<file path="src/rtl/crc16_stream_engine.sv">
// crc16_stream_engine: streaming CRC-16 generator/checker over
// valid/ready beats, with partial last beat and framing checks.
module crc16_stream_engine #(
  parameter int          DATA_W = 72,
  parameter logic [15:0] POLY   = 16'h8005,
  parameter logic [15:0] INIT   = 16'h0000,
  parameter int          NB_W   = $clog2(DATA_W/8+1)
) (
  input  logic              clk,
  input  logic              reset_L,
  input  logic              in_valid,
  output logic              in_ready,
  input  logic [DATA_W-1:0] in_data,
  input  logic              in_sop,
  input  logic              in_eop,
  input  logic [NB_W-1:0]   in_nbytes,
  input  logic              check_en,
  output logic              crc_valid,
  input  logic              crc_ready,
  output logic [15:0]       crc_out,
  output logic              crc_ok,
  output logic              err
);

  localparam int NBY = DATA_W / 8;

  typedef enum logic [1:0] {
    IDLE,
    BUSY,
    DONE
  } state_t;

  state_t            state;
  logic [15:0]       crc;
  logic [15:0]       base;
  logic [15:0]       nxt;
  logic              mode;
  logic              rdy_en;
  logic              acc;
  logic              nb_bad;
  logic              frame_beat;
  logic [NB_W-1:0]   nb_eff;

  function automatic logic [15:0] crc_step(
    input logic [15:0]       c,
    input logic [DATA_W-1:0] d,
    input logic [NB_W-1:0]   n
  );
    logic [15:0] r;
    logic        fb;
    r  = c;
    fb = 1'b0;
    for (int i = 0; i < NBY; i++) begin
      if (i < int'(n)) begin
        for (int b = 0; b < 8; b++) begin
          fb = r[15] ^ d[DATA_W-1-8*i-b];
          r  = {r[14:0], 1'b0} ^ (fb ? POLY : 16'h0000);
        end
      end
    end
    return r;
  endfunction

  // rdy_en keeps in_ready low through reset and the first cycle after
  assign in_ready = rdy_en & ((state != DONE) | crc_ready);
  assign acc      = in_valid & in_ready;

  // a beat joins a frame if it opens one or continues a busy one
  assign frame_beat = in_sop | (state == BUSY);

  always_comb begin
    nb_bad = in_eop &
      ((in_nbytes == '0) | (in_nbytes > NB_W'(NBY)));
    nb_eff = (!in_eop || nb_bad) ? NB_W'(NBY) : in_nbytes;
    base   = in_sop ? INIT : crc;
    nxt    = crc_step(base, in_data, nb_eff);
  end

  always_ff @(posedge clk) begin
    if (!reset_L) begin
      state     <= IDLE;
      crc       <= INIT;
      mode      <= 1'b0;
      rdy_en    <= 1'b0;
      crc_valid <= 1'b0;
      crc_out   <= 16'h0000;
      crc_ok    <= 1'b0;
      err       <= 1'b0;
    end else begin
      rdy_en <= 1'b1;
      err    <= 1'b0;
      if (state == DONE && crc_ready) begin
        crc_valid <= 1'b0;
        state     <= IDLE;
      end
      if (acc) begin
        if (frame_beat) begin
          err <= ((state == BUSY) & in_sop) | nb_bad;
          crc <= nxt;
          if (in_sop) begin
            mode <= check_en;
          end
          if (in_eop) begin
            state     <= DONE;
            crc_valid <= 1'b1;
            crc_out   <= nxt;
            crc_ok    <= (in_sop ? check_en : mode) &
                         (nxt == 16'h0000);
          end else begin
            state <= BUSY;
          end
        end else begin
          err <= 1'b1;
        end
      end
    end
  end

endmodule
</file>
<file path="config.mk">
export PLATFORM = sky130hd
export DESIGN_NAME = crc16_stream_engine
export DESIGN_NICKNAME = d
export VERILOG_FILES = /design/src/rtl/crc16_stream_engine.sv
export SDC_FILE = /design/constraint.sdc
export NUM_CORES = 1
export LEC_CHECK = 0
export CORE_MARGIN = 2
export CORE_UTILIZATION = 55
export CTS_CLUSTER_DIAMETER = 120
export CTS_CLUSTER_SIZE = 20
export DETAILED_ROUTE_END_ITERATION = 8
export GPL_ROUTABILITY_DRIVEN = 0
export PLACE_DENSITY_LB_ADDON = 0.25
export SLEW_MARGIN = 30
export SYNTH_ARGS = -nofsm -noshare
export SYNTH_HDL_FRONTEND = slang
export SYNTH_SLANG_ARGS = --single-unit
</file>
<file path="constraint.sdc">
create_clock -name clk -period 13.36 [get_ports clk]
set_clock_uncertainty 0.2 [all_clocks]
set_input_delay 2.004 -clock clk [delete_from_list [all_inputs] [get_ports clk]]
set_output_delay 2.004 -clock clk [all_outputs]
set_load 0.005 [all_outputs]
</file>
; ---- Yosys cells after proc, flatten, opt, wreduce, memory -nomap -nowiden
; Index checks and enable logic that the tools add are counted.
; Widths: inputs -> output; s select.
[totals]
ff_bits = 39
input_bits = 83
out_inout_bits = 20
elab_cells = 276
[op_classes]
magnitude_cmp = 10
eq_ne = 3
muxes = 94
bitwise_logic = 153
reduce_logical = 8
[ops]
columns = operator, n
row1 = $mux 16, 82
row2 = $xor 16x16->16, 72
row3 = $xor 1x1->1, 72
row4 = $logic_not 16->1, 1
row5 = $lt 3x4->1 const A, 4
row6 = $lt 1x4->1 const A, 2
row7 = $lt 2x4->1 const A, 2
row8 = $mux 2, 4
row9 = $mux 1, 7
row10 = $and 1x1->1, 5
row11 = $gt 4x4->1 const B, 1
row12 = $logic_not 4->1, 1
row13 = $lt 4x4->1 const A, 1
row14 = $mux 4, 1
row15 = $or 1x1->1, 4
row16 = $reduce_and 2->1, 2
row17 = $reduce_and 3->1, 1
row18 = $eq 2x1->1 const B, 1
row19 = $eq 2x2->1 const B, 1
row20 = $ne 2x2->1 const B, 1
row21 = $logic_and 1x1->1, 1
row22 = $logic_not 1->1, 1
row23 = $logic_or 1x1->1, 1

; ---- Longest topological paths before layout
; Gate-level depths: netlist of the first run.
[logic_depth]
depth_word = 228
mapped_depth = 27
mapped_depth_nobuf = 25

; ---- Worst setup path after synthesis of the first run
; No wires, ideal clock.
[synth_timing]
path_type = input port to flip-flop
startpoint = in in_sop
endpoint = reg crc_ok
setup_time_ps = 69
t_arrival_ps = 8654
required_time_ps = 13091
setup_slack_ps = 4437
cell_stages = 26
n_path_buf = 2
path_cell_list = buf_6 > buf_2 > nand2b_1 > xor2_1 > xnor3_1 > xnor3_1 > a21oi_2 > xor2_1 > xnor3_1 > xor2_1 > nand4_1 > a31o_1 > a211o_1 > a31oi_2 > o2111a_2 > xnor2_1 > a21oi_1 > xnor2_1 > xnor3_1 > xnor3_2 > xnor3_2 > a21oi_2 > xnor3_1 > a221oi_2 > or4_1 > o21ai_1
[synth_via]
elab_chain_len = 228
word_cells_on_any_way = 231
cone_classes = 83 x mux / 146 x bitwise / 2 x reduce/logical
[synth_rtl]
columns = item, line
row1 = "start, declared", 14  ; input logic in_sop,
row2 = $mux 16, 75  ; base = in_sop ? INIT : crc;
row3 = $xor 1x1->1, 56  ; fb = r[15] ^ d[DATA_W-1-8*i-b];
row4 = $mux 16, 57  ; r = {r[14:0], 1'b0} ^ (fb ? POLY : 16'h0000);
row5 = $xor 16x16->16, 57
row6 = $xor 1x1->1, 56
row7 = $mux 16, 57
row8 = $xor 16x16->16, 57
row9 = $xor 1x1->1, 56
row10 = [212 not listed], --
row11 = $mux 16, 57
row12 = $xor 16x16->16, 57
row13 = $xor 1x1->1, 56
row14 = $mux 16, 57
row15 = $xor 16x16->16, 57
row16 = $mux 16, 54  ; if (i < int'(n)) begin
row17 = $logic_not 16->1, 108  ; (nxt == 16'h0000);
row18 = $and 1x1->1, 107  ; crc_ok <= (in_sop ? check_en : mode) &
row19 = "end signal, assigned", 107
row20 = "end, declared", 21  ; output logic crc_ok,
; Several ways; a longest one is shown, not always the timed one.
; A chain may end at the register's enable or synchronous reset.

; ---- Worst setup path in the final report of the first run
[layout_timing]
startpoint = in in_nbytes[2]
endpoint = reg crc_ok
[layout_via]
elab_chain_len = 209
word_cells_on_any_way = 218
cone_classes = 10 x order compare / 74 x mux / 131 x bitwise / 3 x reduce/logical
[layout_rtl]
columns = item, line
row1 = "start, declared", 16  ; input logic [NB_W-1:0] in_nbytes,
row2 = $gt 4x4->1 / $logic_not 4->1 (equally long branches), 73  ; ((in_nbytes == '0) | (in_nbytes > NB_W'(NBY)));
row3 = $or 1x1->1, 73
row4 = $and 1x1->1, 72  ; nb_bad = in_eop &
row5 = $logic_or 1x1->1, 74  ; nb_eff = (!in_eop || nb_bad) ? NB_W'(NBY) : in_nbytes;
row6 = $mux 4 *, 74
row7 = $lt 1x4->1, 54
row8 = $mux 16, 54
row9 = $xor 1x1->1, 56
row10 = [193 not listed], --
row11 = $mux 16, 57
row12 = $xor 16x16->16, 57
row13 = $xor 1x1->1, 56
row14 = $mux 16, 57
row15 = $xor 16x16->16, 57
row16 = $mux 16 *, 54
row17 = $logic_not 16->1 *, 108
row18 = $and 1x1->1 *, 107
; Mark *: on every way between the ends. The rest lies on a longest branch, timed or not.

==> qor.log, run 1 <==
[route] DRC violation total after the first TritonRoute iteration 725
[finish] diode count 0
[min_path] type of the tightest min-delay check flip-flop to flip-flop
[die] initial standard-cell utilization of the core 56.8%
[synthesis] synthesized netlist net count 1013
[setup_path] worst setup slack for register-to-register paths 4980 ps
[timing] worst slew pin tran 937 ps
[timing] setup total negative slack 0 ps
[clock_tree] CTS tree built
[finish] Fill cells 1129
[timing] Slew Limit Headroom 37.2%
[setup_path] WS Path Type primary input to flip-flop
[synthesis] cell accounting for the most synthesized area xnor2_1
[clock_tree] clock slew seen by the registers of the worst setup and hold paths 50 ps
[finish] area of the multi-input gates 6220 µm²
[route] number of remaining DRC errors 0
[synthesis] Yosys warning count 0
[timing] final count of hold timing violations 0
[synthesis] share of Yosys cell area claimed by the top area cell type 14.4%
[die] number of I/O pins 103
[timing] Final period util 77.5%
[setup_path] CP endpoint kind flip-flop
[die] core area 12800 µm²
[status] result of the run finished clean
[setup_path] Arrival @ worst endpoint 10360 ps
[synthesis] dominant synthesized flop cell dfxtp_1
[route] average vias per placed instance 6.18
[finish] final instance count without filler cells 1173
[placed_design] dpl hpwl 17000 µm
[die] Die Span X 119 µm
[synthesis] Seq/Total Area, Yosys 10.8%
[placed_design] placed cell count 1166
[finish] number of nets in the final layout 1084
[clock_tree] clock tree root buffer cell clkbuf_16
[grt] vias in the first global route 6655
[synthesis] Mean Syn Cell Area 7.80 µm²
[setup_path] max incr delay on CP 790 ps
[clock_tree] maximum clock path buffer count 2
[die] Die Area 14100 µm²
[placed_design] total placed instance area 8340 µm²
[finish] final design utilization 66.5%
[route] detail-routed net length per standard cell 18.2 µm
[grt] number of antenna violations at the first check in global routing 0
[route] DR pass1 iterations 5
[synthesis] number of synthesized flops with an enable pin 0
[timing] RSZ-0062 raised after global routing no
[setup_path] cell at the slowest stage of the critical path clkdlybuf4s50_1
[grt] global-route congestion overflow total 0
[synthesis] Post-Synthesis Cell Area 7260 µm²
[setup_path] maximum fanout count along the critical path 21
[synthesis] count of state elements after synthesis 39
[finish] Syn-to-layout area delta 17.0%
[synthesis] number of unique standard cell types used by synthesis 93
[clock_tree] Post-CTS Setup Repair Bufs 0
[route] DRT Wirelength 21300 µm
[clock_tree] H-tree levels 2
[finish] share of final-layout standard cells stronger than drive strength 1 8.39%
[clock_tree] cts bufs inserted 5
[route] routed vias 7246
[setup_path] required time worst endpoint 13370 ps
[clock_tree] # hold bufs at CTS 0
[die] Die Span Y 119 µm
[setup_path] Worst path most repeated cell xnor2_1
[clock_tree] Sink Count 39
[grt] largest net degree at the start of global routing 35
[finish] Final Cell Area 8490 µm²
[placed_design] IO buf count 102
[flow_run] number of max-capacitance violations reported 0
[timing] top achievable clock speed 96.6 MHz
[timing] final-report max-slew violation count 0
[synthesis] main area contributors after synthesis xnor2_1, dfxtp_1, xnor3_1
[grt] total routing resource utilization after global routing 29.4%
[synthesis] Cells after Synth 930
[die] row count 41
[finish] area taken by flip-flops and latches 781 µm²
[setup_path] sort of element at the start of the critical path primary input
[route] final antenna-violating net count 0
[clock_tree] post-cts sizing count 0
[clock_tree] clock latency on the worst-skew pair 280 ps
[synthesis] FFs w/ async S/R, synth 0%
[timing] final setup violation count 0
[timing] Tmin final 10350 ps
[grt] global-route wire length before repair 33900 µm
[stage by stage]
| step | setup slack, ps | hold WS (ps) |
|---|---|---|
| global route | 2550 | 276 |
| detailed placement | 2890 | 246 |
| floorplan | 4440 | 245 |
| CTS | 3130 | 254 |
| global placement | 3010 | 249 |
| finish | 3010 | 255 |
[kinds of logic after synthesis]
family / after synthesis / synth area share, %
buffers and inverters: 59 / 3.57
and+or+nand+nor: 325 / 22.3
DFF: 39 / 10.8
muxes: 29 / 5.03
AOI/OAI and AO/OA: 263 / 24.6
xor gates and xnor gates: 215 / 33.8
[path summary, 6_finish.rpt]
path | cells after the start | to | from
worst min register to register | 2 | crc_out[12] | crc_out[12]
worst max register to register | 25 | crc_ok | crc[14]
worst min-delay path | 2 | crc_out[12] | crc_out[12]
worst max-delay path | 26 | crc_ok | in_nbytes[2]
[final cells by class]
| cell class | count | share of cell area (%) |
|---|---|---|
| Multi-Input combinational cell | 832 | 73.3 |
| Clock buffer | 6 | 1.64 |
| Clock inverter | 1 | 0.0589 |
| Tap cell | 172 | 2.53 |
| Timing Repair Buffer | 110 | 12.7 |
| Inverter | 13 | 0.575 |
| Sequential cell | 39 | 9.19 |
[cell usage after synthesis, drive strengths merged (15+ instances only)]
library cell  instances
a21oi                82
buf                  15
nor3                 19
o21ai                55
nand3                27
nand2                88
xnor2               125
nand4                15
and2                 20
dfxtp                39
clkbuf               31
xor2                 55
a211oi               25
nor2                 83
xnor3                29
mux2i                18
[worst max-delay path, delay by kind of cell]
family                 cells  cell delay [ps]
AO/OA/AOI/OAI              9             1940
XOR/XNOR                  11             3820
buffers and inverters      1              790
multiplexers               1              250
AND/OR/NAND/NOR            4             1530
[per-layer routing]
metal	track usage, %	routed length [µm]	part of all wire [%]	vias up
met5	0	0	0	-
met4	10.2	697	3.3	0
met1	40.9	9300	44	3366
li1	-	-	-	3500
met2	47.0	9610	45	325
met3	3.45	1690	7.9	55
[cell usage in the layout (no fill, tap or decap), types with 24 or more instances in the layout]
master,count
a21oi_1,79
nor2_1,81
o21ai_0,50
a211oi_1,24
dfxtp_1,39
xor2_1,54
clkdlybuf4s50_1,102
xnor2_1,119
nand3_1,26
nand2_1,86
xnor3_1,26
[flip-flops by register name (all words and copies together) (netlist names)]
register / count
crc: 16
crc_ok: 1
crc_out: 16
crc_valid: 1
err: 1
mode: 1
rdy_en: 1
state: 2
Power of run 1 is left out: the tool's default activity adds up to more than one toggle a clock period on the data nets, which glitch-free logic cannot reach.
==> run 2, diff against run 1 <==
CORE_UTILIZATION = 52   (was 55)
clock period = 8.95 ns   (was 13.36 ns; I/O delays follow)
==> run 2 against run 1 <==
  * Routed wire length rose by 7.6%
  * Setup slack worse by 2800 ps
  * Die area is 5.6% higher
  * Sequential cell count unchanged
  * Via count grew 5.3%
  * First-iteration DRC count up 12%
  * Register-to-register slack got worse by 3700 ps
  * Critical path depth grew 1
  * Sequential share of layout area is 0.80 points lower
  * Cell count is 6.7% higher
  * Clock-buffer cell count decreased by 1
==> qor.log, run 2 (synthesized netlist as in run 1, its figures left out) <==
[status] result of the run finished clean
[grt] global-route wire length before repair 35900 µm [+6.1%]
[setup_path] CP endpoint kind flip-flop
[route] final antenna-violating net count 0 [unchanged]
[setup_path] WS Path Type primary input to flip-flop
[setup_path] Arrival @ worst endpoint 8740 ps [-1620 ps]
[flow_run] number of max-capacitance violations reported 0 [unchanged]
[finish] highest-count cells in the layout ignoring fill and taps xnor2_1, clkdlybuf4s50_1, nand2_1, nor2_1, a21oi_1
[setup_path] Top Family by Delay on Critical Path compound AO/OA/AOI/OAI gates
[clock_tree] clock tree root buffer cell clkbuf_16
[clock_tree] clock slew seen by the registers of the worst setup and hold paths 60 ps [about the same]
[timing] worst slew pin tran 818 ps [-119 ps]
[timing] Final period util 97.5%
[setup_path] max incr delay on CP 540 ps [-250 ps]
[die] Die Span X 122 µm [+2.8%]
[timing] Tmin final 8730 ps
[die] Die Span Y 122 µm [+2.8%]
[timing] top achievable clock speed 115 MHz
[placed_design] IO buf count 102 [unchanged]
[timing] final count of hold timing violations 0 [unchanged]
[clock_tree] cts bufs inserted 5 [unchanged]
[finish] number of nets in the final layout 1154 [+6.5%]
[grt] global-route congestion overflow total 0 [unchanged]
[finish] Final Cell Area 9300 µm² [+9.5%]
[setup_path] sort of element at the start of the critical path primary input
[placed_design] dpl hpwl 18400 µm [+8.1%]
[placed_design] Worst Setup Slack post-DPL -114 ps [-3000 ps]
[grt] total routing resource utilization after global routing 30.2% [+0.79 points]
[finish] Syn-to-layout area delta 28.1%
[clock_tree] clock latency on the worst-skew pair 280 ps [about the same]
[setup_path] required time worst endpoint 8970 ps [-4400 ps]
[finish] biggest registers after layout crc (16), crc_out (16), state (2)
[route] routed vias 7633 [+5.3%]
[setup_path] maximum fanout count along the critical path 5 [-76%]
[clock_tree] maximum clock path buffer count 2 [unchanged]
[die] number of I/O pins 103 [unchanged]
[timing] final-report max-slew violation count 0 [unchanged]
[route] DRT Wirelength 22900 µm [+7.6%]
[timing] setup total negative slack 0 ps [unchanged]
[die] row count 43 [+4.9%]
[grt] largest net degree at the start of global routing 35 [unchanged]
[route] number of remaining DRC errors 0 [unchanged]
[route] detail-routed net length per standard cell 18.3 µm [+0.81%]
[route] DR pass1 iterations 6 [+1]
[clock_tree] Sink Count 39 [unchanged]
[clock_tree] # hold bufs at CTS 0 [unchanged]
[finish] diode count 0 [unchanged]
[finish] share of final-layout standard cells stronger than drive strength 1 17.8% [+9.4 points]
[die] initial standard-cell utilization of the core 52.7% [-4.1 points]
[die] Die Area 14900 µm² [+5.6%]
[clock_tree] H-tree levels 2 [unchanged]
[setup_path] Worst path most repeated cell xnor3_2
[route] average vias per placed instance 6.10 [-1.3%]
[grt] number of antenna violations at the first check in global routing 0 [unchanged]
[finish] leading cell type in the layout, fill and taps excluded xnor2_1
[clock_tree] CTS tree built
[placed_design] total placed instance area 8850 µm² [+6.1%]
[timing] post-route setup slack 221 ps [-2790 ps]
[grt] vias in the first global route 7067 [+6.2%]
[timing] final setup violation count 0 [unchanged]
[route] DRC violation total after the first TritonRoute iteration 812 [+12%]
[setup_path] number of buffers and inverters on the critical path 2 [+1]
[min_path] type of the tightest min-delay check flip-flop to flip-flop
[die] core area 13800 µm² [+7.8%]
[setup_path] cell at the slowest stage of the critical path or4_1
[timing] Slew Limit Headroom 45.3% [+8.1 points]
==> run 2: cell count changes in the layout (fill, tap and decap cells not counted), sizes merged <==
cell	before	now
bufinv	0	1
clkdlybuf4s50	102	101
buf	8	78
clkbuf	6	5
dlymetal6s2s	0	1
inv	12	13
==> run 2: what timing repair did <==
action | in CTS | in global routing
setup endpoints to repair | 0 | 9
buffers inserted | 0 | 5
resized for setup | 0 | 46
==> run 2: cell type report <==
class,count,area [µm²]
Clock inverter,3,43.8
Clock buffer,5,125
Multi-Input combinational cell,832,6450
Fill cell,1205,4470
Tap cell,180,225
Inverter,13,48.8
Sequential cell,39,781
Timing Repair Buffer,180,1620
==> run 2: worst min-delay path, cell delays in order, from the launching register on <==
cell and delay, ps:
dfxtp_1 310, nand2_1 50, a21oi_1 50
==> run 2: layer usage <==
metal | up-vias | wire length, µm | track usage [%]
met5 | - | 0 | 0
met4 | 0 | 606 | 7.33
met3 | 51 | 1530 | 3.23
met2 | 365 | 10800 | 50.6
met1 | 3580 | 9950 | 41.6
li1 | 3637 | - | -
==> run 2: path summary, 6_finish.rpt <==
check	startpoint	endpoint	slack, ps	depth (start not counted)
max	in_nbytes[1]	crc_ok	220	27
min	crc_out[5]	crc_out[5]	260	2
max reg2reg	crc[14]	crc_ok	1260	26
min reg2reg	crc_out[5]	crc_out[5]	260	2
==> run 2: through the flow <==
step	instances	hold WS, ps	util [%]
2_1_floorplan	930	245	-
3_3_place_gp	1239	247	64.3
3_5_place_dp	1239	253	64.3
4_1_cts	1247	261	65.5
5_1_grt	1252	280	67.5
6_report	1252	258	67.5
Power of run 2 is left out for the same reason.
==> run 3, diff against run 2 <==
TNS_END_PERCENT = 10   (was not set)
==> results of run 3 <==
No change in the layout: final DEF, timing and power equal those of run 2.
Power of run 3 is left out for the same reason.
